### src/rtl/rollback_walk_ctrl.sv
// Branch-recovery walker: on a mispredict, walks the ROB from youngest entry back to the branch,
// restoring Map Table entries and returning squashed physical registers, then reloads the ROB tail.
module rollback_walk_ctrl #(
  parameter int NUM_ROB   = 32,
  parameter int NUM_SUPER = 2,
  parameter int NUM_PR    = 64,
  parameter int ZERO_REG  = 31
) (
  input  logic                                  clock,
  input  logic                                  reset,
  input  logic                                  rollback_en,
  input  logic [$clog2(NUM_ROB)-1:0]            ROB_rollback_idx,
  input  logic [$clog2(NUM_ROB)-1:0]            ROB_tail_idx,
  output logic [NUM_SUPER*$clog2(NUM_ROB)-1:0]  rd_idx,
  output logic [NUM_SUPER-1:0]                  rd_valid,
  input  logic [NUM_SUPER*5-1:0]                rd_dest_idx,
  input  logic [NUM_SUPER*$clog2(NUM_PR)-1:0]   rd_T_idx,
  input  logic [NUM_SUPER*$clog2(NUM_PR)-1:0]   rd_Told_idx,
  output logic [NUM_SUPER-1:0]                  mt_restore_en,
  output logic [NUM_SUPER*5-1:0]                mt_restore_dest_idx,
  output logic [NUM_SUPER*$clog2(NUM_PR)-1:0]   mt_restore_Told_idx,
  output logic [NUM_SUPER-1:0]                  fl_return_en,
  output logic [NUM_SUPER*$clog2(NUM_PR)-1:0]   fl_return_T_idx,
  output logic                                  stall_dispatch,
  output logic                                  busy,
  output logic                                  rob_tail_load,
  output logic [$clog2(NUM_ROB)-1:0]            rob_tail_new,
  output logic                                  done
);

  localparam int IW = $clog2(NUM_ROB);
  localparam int PW = $clog2(NUM_PR);
  localparam int RW = IW + 1;

  localparam logic [1:0] ST_IDLE = 2'd0;
  localparam logic [1:0] ST_WALK = 2'd1;
  localparam logic [1:0] ST_DONE = 2'd2;

  logic [1:0]    state;
  logic [IW-1:0] cur;
  logic [RW-1:0] remain;
  logic [IW-1:0] saved_rb_idx;
  logic [IW-1:0] init_remain;
  logic [RW-1:0] step;
  logic          walking;
  logic [NUM_SUPER-1:0] lane_live;

  function automatic logic [RW-1:0] min_step(input logic [RW-1:0] r);
    return (r > RW'(NUM_SUPER)) ? RW'(NUM_SUPER) : r;
  endfunction

  // Entries strictly between the branch and the tail, modulo ROB size.
  assign init_remain = ROB_tail_idx - ROB_rollback_idx - IW'(1);
  assign step        = min_step(remain);
  assign walking     = (state == ST_WALK);

  always_ff @(posedge clock or negedge reset) begin
    if (!reset) begin
      state        <= ST_IDLE;
      cur          <= '0;
      remain       <= '0;
      saved_rb_idx <= '0;
    end else begin
      case (state)
        ST_IDLE: begin
          if (rollback_en) begin
            cur          <= ROB_tail_idx - IW'(1);
            remain       <= {1'b0, init_remain};
            saved_rb_idx <= ROB_rollback_idx;
            state        <= (init_remain != '0) ? ST_WALK : ST_DONE;
          end
        end
        ST_WALK: begin
          cur    <= cur - step[IW-1:0];
          remain <= remain - step;
          if (remain == step) state <= ST_DONE;
        end
        ST_DONE: state <= ST_IDLE;
        default: state <= ST_IDLE;
      endcase
    end
  end

  // Lane k reads cur-k; strobes follow the same-cycle ROB read and skip the zero register.
  always_comb begin
    rd_idx              = '0;
    rd_valid            = '0;
    lane_live           = '0;
    mt_restore_en       = '0;
    mt_restore_dest_idx = '0;
    mt_restore_Told_idx = '0;
    fl_return_en        = '0;
    fl_return_T_idx     = '0;
    for (int k = 0; k < NUM_SUPER; k++) begin
      lane_live[k] = walking && (RW'(k) < remain);
      if (walking) rd_idx[k*IW +: IW] = cur - IW'(k);
      rd_valid[k] = lane_live[k];
      if (lane_live[k] && (rd_dest_idx[k*5 +: 5] != 5'(ZERO_REG))) begin
        mt_restore_en[k]              = 1'b1;
        mt_restore_dest_idx[k*5 +: 5] = rd_dest_idx[k*5 +: 5];
        mt_restore_Told_idx[k*PW +: PW] = rd_Told_idx[k*PW +: PW];
        fl_return_en[k]               = 1'b1;
        fl_return_T_idx[k*PW +: PW]   = rd_T_idx[k*PW +: PW];
      end
    end
  end

  assign busy           = (state != ST_IDLE);
  assign done           = (state == ST_DONE);
  assign rob_tail_load  = done;
  assign rob_tail_new   = done ? (saved_rb_idx + IW'(1)) : '0;
  // Gated by reset so a request held during reset does not leak onto the stall line.
  assign stall_dispatch = busy | (rollback_en & reset);

endmodule

### config.mk
export PLATFORM = sky130hd
export DESIGN_NAME = rollback_walk_ctrl
export DESIGN_NICKNAME = d
export VERILOG_FILES = /design/src/rtl/rollback_walk_ctrl.sv
export SDC_FILE = /design/constraint.sdc
export NUM_CORES = 1
export LEC_CHECK = 0
export CORE_MARGIN = 1.5
export CORE_UTILIZATION = 38
export DETAILED_ROUTE_END_ITERATION = 8
export GPL_TIMING_DRIVEN = 0
export PLACE_DENSITY = 0.82
export SLEW_MARGIN = 20
export SYNTH_ARGS = -nofsm -noshare
export SYNTH_HDL_FRONTEND = slang
export SYNTH_SLANG_ARGS = --single-unit
### constraint.sdc
create_clock -name clock -period 3 [get_ports clock]
set_input_delay 0.75 -clock clock [delete_from_list [all_inputs] [get_ports clock]]
set_output_delay 0.75 -clock clock [all_outputs]
set_load 0.005 [all_outputs]
* After elaboration in Yosys (flattened, before gate mapping) *
Index checks and enable logic that the tools add are counted.

storage, ports and cells
  register bits = 18
  output and inout bits = 59
  logic and storage cells = 54

cells by class
  add/sub/neg operators = 7
  $lt $le $gt $ge = 3
  equal/unequal tests = 7
  mux-type cells = 20
  bitwise operators = 2
  reductions and logical operators = 11

operator list
  cell                 number
  $mux 6               6
  $mux 5               6
  $sub 5x1->5 const B  3
  $lt 1x6->1 const A   2
  $pmux 6 s2           1
  $ne 5x5->1 const B   2
  $pmux 5 s2           1
  $sub 5x5->5          2
  $eq 6x6->1           1
  $gt 6x2->1 const B   1
  $mux 2               3
  $reduce_and 2->1     3
  $sub 6x6->6          1
  $add 5x1->5 const B  1
  $reduce_bool 5->1    1
  $logic_and 1x1->1    4
  $pmux 2 s2           1
  $reduce_bool 2->1    2
  $eq 2x1->1 const B   1
  $eq 2x2->1 const B   1
  $logic_not 2->1      1
  $mux 1               2
  $ne 2x1->1 const B   1
  $ne 2x2->1 const B   1
  other kinds (2)      2

* Depth between registers and ports, before layout *
Gate-level depths: netlist of the first run.

  depth in word-level cells = 6
  mapped depth = 10
  gate-level depth less buffers = 10

* Least setup slack after synthesis of the first run *
Ideal clock, no wire load.

  path type = register -> register
  start point = register remain[4]
  end point = register cur[4]
  library setup time = 0.094 ns
  data arrival time = 2.451 ns
  required time = 2.906 ns
  slack = 0.455 ns
  cell stages (with the launch flop) = 11
  clock period less this slack = 2.545 ns
  path through = dfrtp_1 -> nor2_2 -> nor4b_4 -> and2_1 -> ha_1 -> inv_1 -> fa_1 -> a21o_1 -> a211oi_1 -> nor3_1 -> a211oi_1

between the ends
  cells in the longest elaborated chain, start to end = 4

ends and longest elaborated chain
  element                 RTL line  text
  from (decl)             41        logic [RW-1:0] remain;
  from (signal assigned)  68        remain <= {1'b0, init_remain};
  from (signal assigned)  75        remain <= remain - step;
  $gt 6x2->1              49        return (r > RW'(NUM_SUPER)) ? RW'(NUM_SUPER) : r;
  $mux 6 (*)              49
  $sub 5x5->5 (*)         74        cur <= cur - step[IW-1:0];
  $pmux 5 s2 (*)          64        case (state)
  to (signal assigned)    67        cur <= ROB_tail_idx - IW'(1);
  to (signal assigned)    74
  to (decl)               40        logic [IW-1:0] cur;

Mark *: on every way between the ends. The rest lies on a longest branch, timed or not.
A chain may end at the register's enable or synchronous reset.

* Worst setup path after layout of the first run *
  start point = input rd_dest_idx[1]
  end point = output mt_restore_Told_idx[4]

between the ends
  cells in the longest elaborated chain, start to end = 3

ends and longest elaborated chain
  element            RTL line  text
  from (decl)        16        input logic [NUM_SUPER*5-1:0] rd_dest_idx,
  $ne 5x5->1         98        if (lane_live[k] && (rd_dest_idx[k*5 +: 5] != 5'(ZERO_REG))) begin
  $logic_and 1x1->1  98
  $mux 6             98
  to (decl)          21        output logic [NUM_SUPER*$clog2(NUM_PR)-1:0] mt_restore_Told_idx,

Every way passes these cells.

==> metrics.cfg, run 1 <==
[run_status]
status = finished, final reports clean

[cts]
clkTransAtPathRegs_ps = 70
cts.path.max_buffers = 2
cts_tree = yes
clock_sinks = 18
cts_buffers = 3
htreeDepth = 1
cts-root-buf = clkbuf_8
clock_latency_ps = 250

[grt]
grt_pass1_vias = 2045
antenna_found_initial = 0
grt_max_degree = 20
grt_util_all_layers_pct = 22.8
grt_remaining_overflow = 0
grt_pass1_wl_um = 9460

[floorplanning]
fp.dieH_um = 70.7
core-area_mm2 = 0.00438
die_w_um = 70.7
die_area_mm2 = 0.00500
placementRows = 24
io-pin-count = 106
start_util_pct = 39.8

[finish]
final_area_mm2 = 0.00300
drive_gt1_share_pct = 16.8
areaGrowthSynthToFinish_pct = 71.9
finalNetCount = 414
antennaDiodeCount = 0

[power]
ir_worst_vdd_uv = 591
p_per_area_mw_per_mm2 = 961
power.leakage_uw = 0.00147

[drt]
postRouteAntennaNets = 0
wire_per_inst_um = 14.2
drc = 0
drt_iter0_markers = 51
dr.pass1.iters = 4
viasPerCell = 5.02
vias = 2023
drt_wl_total_um = 5720

[setup_path]
critPathMaxStageDelay_ps = 270
crit_top_cell = buf_4
worst_path_max_delay_cell = a221oi_4
crit_path_end_kind = primary output
cp.buffers_inverters = 5
timing.rr.end = cur[4]
worstPathCellList = dlygate4sd2_1 -> and4_4 -> a221oi_4 -> buf_4 -> buf_6 -> buf_4 -> and2_1 -> clkdlybuf4s15_2
critPathLaunchType = input pin
path_max_fanout = 4
r2r_setup_slack_ps = 210
cp.required_ps = 2250
rr_worst_depth = 12
worstReg2RegStart = remain[4]
worstSetupPathType = in -> out
worstPathArrival_ps = 2170
path_delay_family = buffers and inverters

[place]
pre_cts_slack_ps = -552
place_area_mm2 = 0.00287
hpwl_um = 4290
globalplace.congestion = 0.887
portBuffers = 105

[sta]
post-route-min-period_ps = 2920
worst_slack_ps = 83.4
hold_viol_final = 0
finClkSkew_ps = 3.03
rsz0062_at_grt = no
fmax_mhz = 343
setup_viol = 0
post-route-period-util_pct = 97.2
slew_violations = 0

[synthesis]
synth_seq_cells = 18
synth_most_common_cell = and2_1
synth-edff-count = 0
synth_warnings = 0
syn_inst = 221
syn_area_mm2 = 0.00174
netlist_top_cells_count = and2_1, nor2_1, dfrtp_1
avgSynthCellArea_um2 = 7.89
synth-main-ff-cell = dfrtp_1
yosysTopAreaCell = dfrtp_1
ys_seq_area_share_pct = 25.8
synth_cell_types = 45
async_flop_share_pct = 100
synth.top_cell.area_share_pct = 25.8
synthTopCellsByArea = dfrtp_1, and2_1, ha_1, nor2_1, xnor2_1

[run]
max_cap_violations = 0

[worst_hold_path]
hold_path_class = in -> async

flip-flops by register name (all words and copies together), names as in the netlist:
signal / cells
remain: 6
cur: 5
saved_rb_idx: 5
state: 2
how the worst max path moves through the flow:
stage | startpoint | endpoint | slack [ps] | cells past startpoint
floorplan | remain[4] | cur[4] | 460 | 10
global placement | rd_dest_idx[4] | mt_restore_dest_idx[2] | -510 | 6
detailed placement | rd_dest_idx[4] | mt_restore_Told_idx[4] | -550 | 6
CTS | rd_dest_idx[9] | mt_restore_Told_idx[8] | 1 | 7
global route | remain[4] | cur[4] | 10 | 12
finish | rd_dest_idx[1] | mt_restore_Told_idx[4] | 80 | 8
power breakdown:
group          internal (µW)  total (µW)  switching, µW
sequential               360         510            150
combinational           1270        2200            930
clock                   89.3         170           80.8
total                   1720        2880           1160
per-layer routing:
metal	vias up	GRT usage (%)	share of wire (%)
li1	1002	-	-
met1	959	27.9	40
met2	53	42.7	54
met3	9	2.14	3.8
met4	0	5.66	1.2
met5	-	0	0
cell type report:
cell class	count	area (µm²)
timing repair buffer	125	1100
buffer	11	70.1
sequential	18	450
multi-input combinational	178	1210
inverter	16	60.1
tap	52	65.1
fill	357	1390
clock buffer	3	41.3
timing repair:
| action | 4_1_cts | 5_1_grt |
|---|---|---|
| setup buffers | 17 | 1 |
| setup endpoints to repair | 39 | 19 |
| resized for setup | 92 | 20 |
| hold buffers | 0 | 0 |
| cloned | 2 | 0 |
| pin swaps | 4 | 3 |
per-stage QoR:
step,utilization [%],setup TNS (ps),std cells,hold slack (ps),power (µW)
after detailed placement,65.4,-15220,380,502,2510
after global routing,68.4,0,403,469,3140
final,68.4,0,403,444,2880
after floorplan,-,0,223,454,1500
after CTS,68.7,0,402,521,2850
after global placement,65.4,-14910,380,497,2470
cell usage in the layout, fill, tap and decap left out, types with 4 or more instances in the layout:
| master | netlist | routed |
|---|---|---|
| buf_2 | 3 | 11 |
| xor2_1 | 5 | 5 |
| dfrtp_1 | 18 | 18 |
| a21oi_1 | 9 | 9 |
| xnor2_1 | 7 | 7 |
| clkbuf_1 | 5 | 4 |
| clkbuf_2 | 0 | 10 |
| o21ai_1 | 7 | 7 |
| nor2_1 | 22 | 22 |
| inv_1 | 14 | 14 |
| dlygate4sd2_1 | 0 | 23 |
| nand2_1 | 14 | 14 |
| ha_1 | 12 | 12 |
| and2_1 | 39 | 39 |
| nand3_1 | 6 | 6 |
| nor3_1 | 9 | 9 |
| buf_4 | 3 | 20 |
| clkdlybuf4s50_1 | 0 | 57 |
| buf_6 | 0 | 4 |
logic make-up after synthesis:
family	count (synthesis)	share of synthesized area, %
AO/OA/AOI/OAI	42	16.4
XOR/XNOR	12	6.03
adder cells (fa/ha/maj)	14	10.9
buffers and inverters	27	6.68
flip-flops	18	25.8
multiplexers	1	0.574
other	1	0.215
AND/OR/NAND/NOR	106	33.3
(Power assumes the default switching activity.)
==> run 2, diff against run 1 <==
--- a/config.mk
+++ b/config.mk
@@ -6,10 +6,10 @@
 export NUM_CORES = 1
 export LEC_CHECK = 0
 export CORE_MARGIN = 1.5
-export CORE_UTILIZATION = 38
+export CORE_UTILIZATION = 41
 export DETAILED_ROUTE_END_ITERATION = 8
 export GPL_TIMING_DRIVEN = 0
-export PLACE_DENSITY = 0.82
+export PLACE_DENSITY = 0.87
 export SLEW_MARGIN = 20
 export SYNTH_ARGS = -nofsm -noshare
 export SYNTH_HDL_FRONTEND = slang
==> constraint.sdc (replaced) <==
create_clock -name clock -period 3.5 [get_ports clock]
set_input_delay 0.875 -clock clock [delete_from_list [all_inputs] [get_ports clock]]
set_output_delay 0.875 -clock clock [all_outputs]
set_load 0.005 [all_outputs]
==> run 2 against run 1 <==
Against the previous run: die area decreased by 7.0%; critical path depth decreased by 2; combinational power decreased by 17%; core utilization increased by 7.7 points; critical path type unchanged; highest routed layer unchanged; first-iteration DRC count increased by 29%.
==> metrics.cfg, run 2 (synthesis gave the netlist of run 1 again) <==
[run_status]
status = finished, final reports clean  ; unchanged

[power]
p_comb_share_pct = 74.9  ; was 76.4%
p_seq_share_pct = 17.8  ; was 17.7%
switching_share_pct = 39.4  ; was 40.3%
power.leakage_uw = 0.00174  ; was 0.00147 µW
ir_worst_vdd_uv = 526  ; was 591 µV
p_per_area_mw_per_mm2 = 788  ; was 961 mW/mm²
p_int_uw = 1470  ; was 1720 µW
clkPwrFrac_pct = 7.3  ; was 5.9%
p_sw_uw = 959  ; was 1160 µW

[cts]
cts.path.max_buffers = 2  ; unchanged
clock_latency_ps = 260  ; was 250 ps
clkTransAtPathRegs_ps = 70  ; about the same
cts-root-buf = clkbuf_8  ; unchanged
clock_sinks = 18  ; unchanged
cts_buffers = 3  ; unchanged
htreeDepth = 1  ; unchanged
cts_tree = yes  ; unchanged

[finish]
area.sequential_um2 = 450  ; unchanged
n_fill_cell = 298  ; was 357
final_area_mm2 = 0.00309  ; was 0.00300 mm²
multi_input_area_mm2 = 0.00121  ; about the same
final_cell_mix = clkdlybuf4s50_1, and2_1, dlymetal6s2s_1  ; was clkdlybuf4s50_1, and2_1, dlygate4sd2_1
largest_reg_flops = 6  ; unchanged
fin_cells = 389  ; was 403
areaGrowthSynthToFinish_pct = 77.1  ; was 71.9%
antennaDiodeCount = 0  ; unchanged
post-route-util_pct = 76.1  ; was 68.4%
finalNetCount = 401  ; was 414
final_common_cell = clkdlybuf4s50_1  ; unchanged
top_regs = remain (6), cur (5), saved_rb_idx (5)  ; unchanged
regMostFlops = remain  ; unchanged
drive_gt1_share_pct = 7.37  ; was 16.8%

[place]
dp.cells = 378  ; was 380
hpwl_um = 4280  ; was 4290 µm
globalplace.congestion = 0.881  ; was 0.887
portBuffers = 105  ; unchanged
place_area_mm2 = 0.00286  ; was 0.00287 mm²

[setup_path]
path_max_fanout = 8  ; was 4
rr_worst_depth = 10  ; was 12
crit_path_end_kind = primary output  ; unchanged
worstPathArrival_ps = 2600  ; was 2170 ps
critPathLaunchType = input pin  ; unchanged
r2r_setup_slack_ps = 430  ; was 210 ps
cp.required_ps = 2620  ; was 2250 ps
timing.rr.end = cur[4]  ; unchanged
worstReg2RegStart = remain[4]  ; unchanged
worstSetupPathType = in -> out  ; unchanged

[sta]
hold_viol_final = 0  ; unchanged
setup_viol = 0  ; unchanged
whs_ps = 526  ; was 444 ps
tightestPinTransition_ps = 887
fmax_mhz = 288
slew_violations = 0  ; unchanged
relSlewSlack_pct = 40.9
post-route-min-period_ps = 3470
post-route-period-util_pct = 99.2
finClkSkew_ps = 0.963  ; was 3.03 ps

[grt]
grt_pass1_wl_um = 7780  ; was 9460 µm
grt_util_all_layers_pct = 22.0  ; was 22.8%
antenna_found_initial = 0  ; unchanged
grt_max_degree = 20  ; unchanged
grt_pass1_vias = 1669  ; was 2045
grt_util_met2_pct = 40.4  ; was 42.7%
grt_use_met3_pct = 1.64  ; was 2.14%
grt_util_met1_pct = 27.3  ; was 27.9%
grt_remaining_overflow = 0  ; unchanged
top_usage_layer = met2  ; unchanged

[floorplanning]
io-pin-count = 106  ; unchanged
start_util_pct = 43.0  ; was 39.8%
die_w_um = 68.2  ; was 70.7 µm
core-area_mm2 = 0.00406  ; was 0.00438 mm²
fp.dieH_um = 68.2  ; was 70.7 µm
die_area_mm2 = 0.00465  ; was 0.00500 mm²
placementRows = 23  ; was 24

[drt]
drc = 0  ; unchanged
dr.pass1.iters = 4  ; unchanged
viasPerCell = 4.99  ; was 5.02
drt_iter0_markers = 66  ; was 51
wire_per_inst_um = 14.3  ; was 14.2 µm
vias = 1940  ; was 2023
drt_wl_total_um = 5560  ; was 5720 µm
postRouteAntennaNets = 0  ; unchanged

[worst_hold_path]
holdPathEnd = saved_rb_idx[1]
hold_depth = 2
hold_path.startpoint = saved_rb_idx[1]
hold_path_class = reg -> reg  ; was in -> async

[run]
max_cap_violations = 0  ; unchanged

## run 2: layout make-up
cell class	instances	area share, %
inverters	16	1.95
well taps	50	2.03
repair buffers	112	38.3
multi-input cells	178	39.1
flip-flops and latches	18	14.6
clock buffers	4	1.78
plain buffers	11	2.23
## run 2: how the worst max path moves through the flow
stage | startpoint | to | slack [ps] | cells after the start
after floorplan | rd_dest_idx[4] | mt_restore_Told_idx[0] | 830 | 4
after global placement | rd_dest_idx[4] | mt_restore_dest_idx[0] | -270 | 6
after detailed placement | rd_dest_idx[4] | mt_restore_Told_idx[2] | -310 | 6
after CTS | rd_dest_idx[4] | mt_restore_Told_idx[2] | 0.7 | 6
after global routing | rd_dest_idx[4] | fl_return_T_idx[3] | -30 | 6
final | rd_dest_idx[4] | fl_return_T_idx[3] | 30 | 6
## run 2: stage by stage
step	setup WS (ps)	setup TNS, ps	power, µW
global placement	-269	-4970	2110
global route	-31.0	-117	2640
finish	28.0	0	2430
detailed placement	-306	-6210	2150
CTS	0.668	0	2410
floorplan	833	0	1290
## run 2: critical path: stages
cell,delay (ps)
clkdlybuf4s50_1,440
and4_4,210
a221oi_4,290
buf_6,160
and2_1,120
clkdlybuf4s50_1,490
## run 2: layer usage
metal	vias up	part of all wire [%]	wire [µm]
met5	-	0	0
met4	0	1.1	63
met3	7	4.5	250
met2	64	54	2980
met1	895	41	2270
li1	974	-	-
## run 2: what timing repair did
action	4_1_cts	5_1_grt
buffers inserted	3	3
gates cloned	0	1
hold buffers	0	0
resized for setup	5	36
setup endpoints to repair	39	35
pin swaps	2	0
## run 2: power by group through the flow
| stage | sequential, µW | clock (µW) | combinational (µW) |
|---|---|---|---|
| after floorplan | 404 | 0 | 884 |
| after global placement | 433 | 0 | 1680 |
| after detailed placement | 437 | 0 | 1720 |
| after CTS | 432 | 178 | 1800 |
| after global routing | 452 | 185 | 2000 |
| final | 434 | 178 | 1820 |
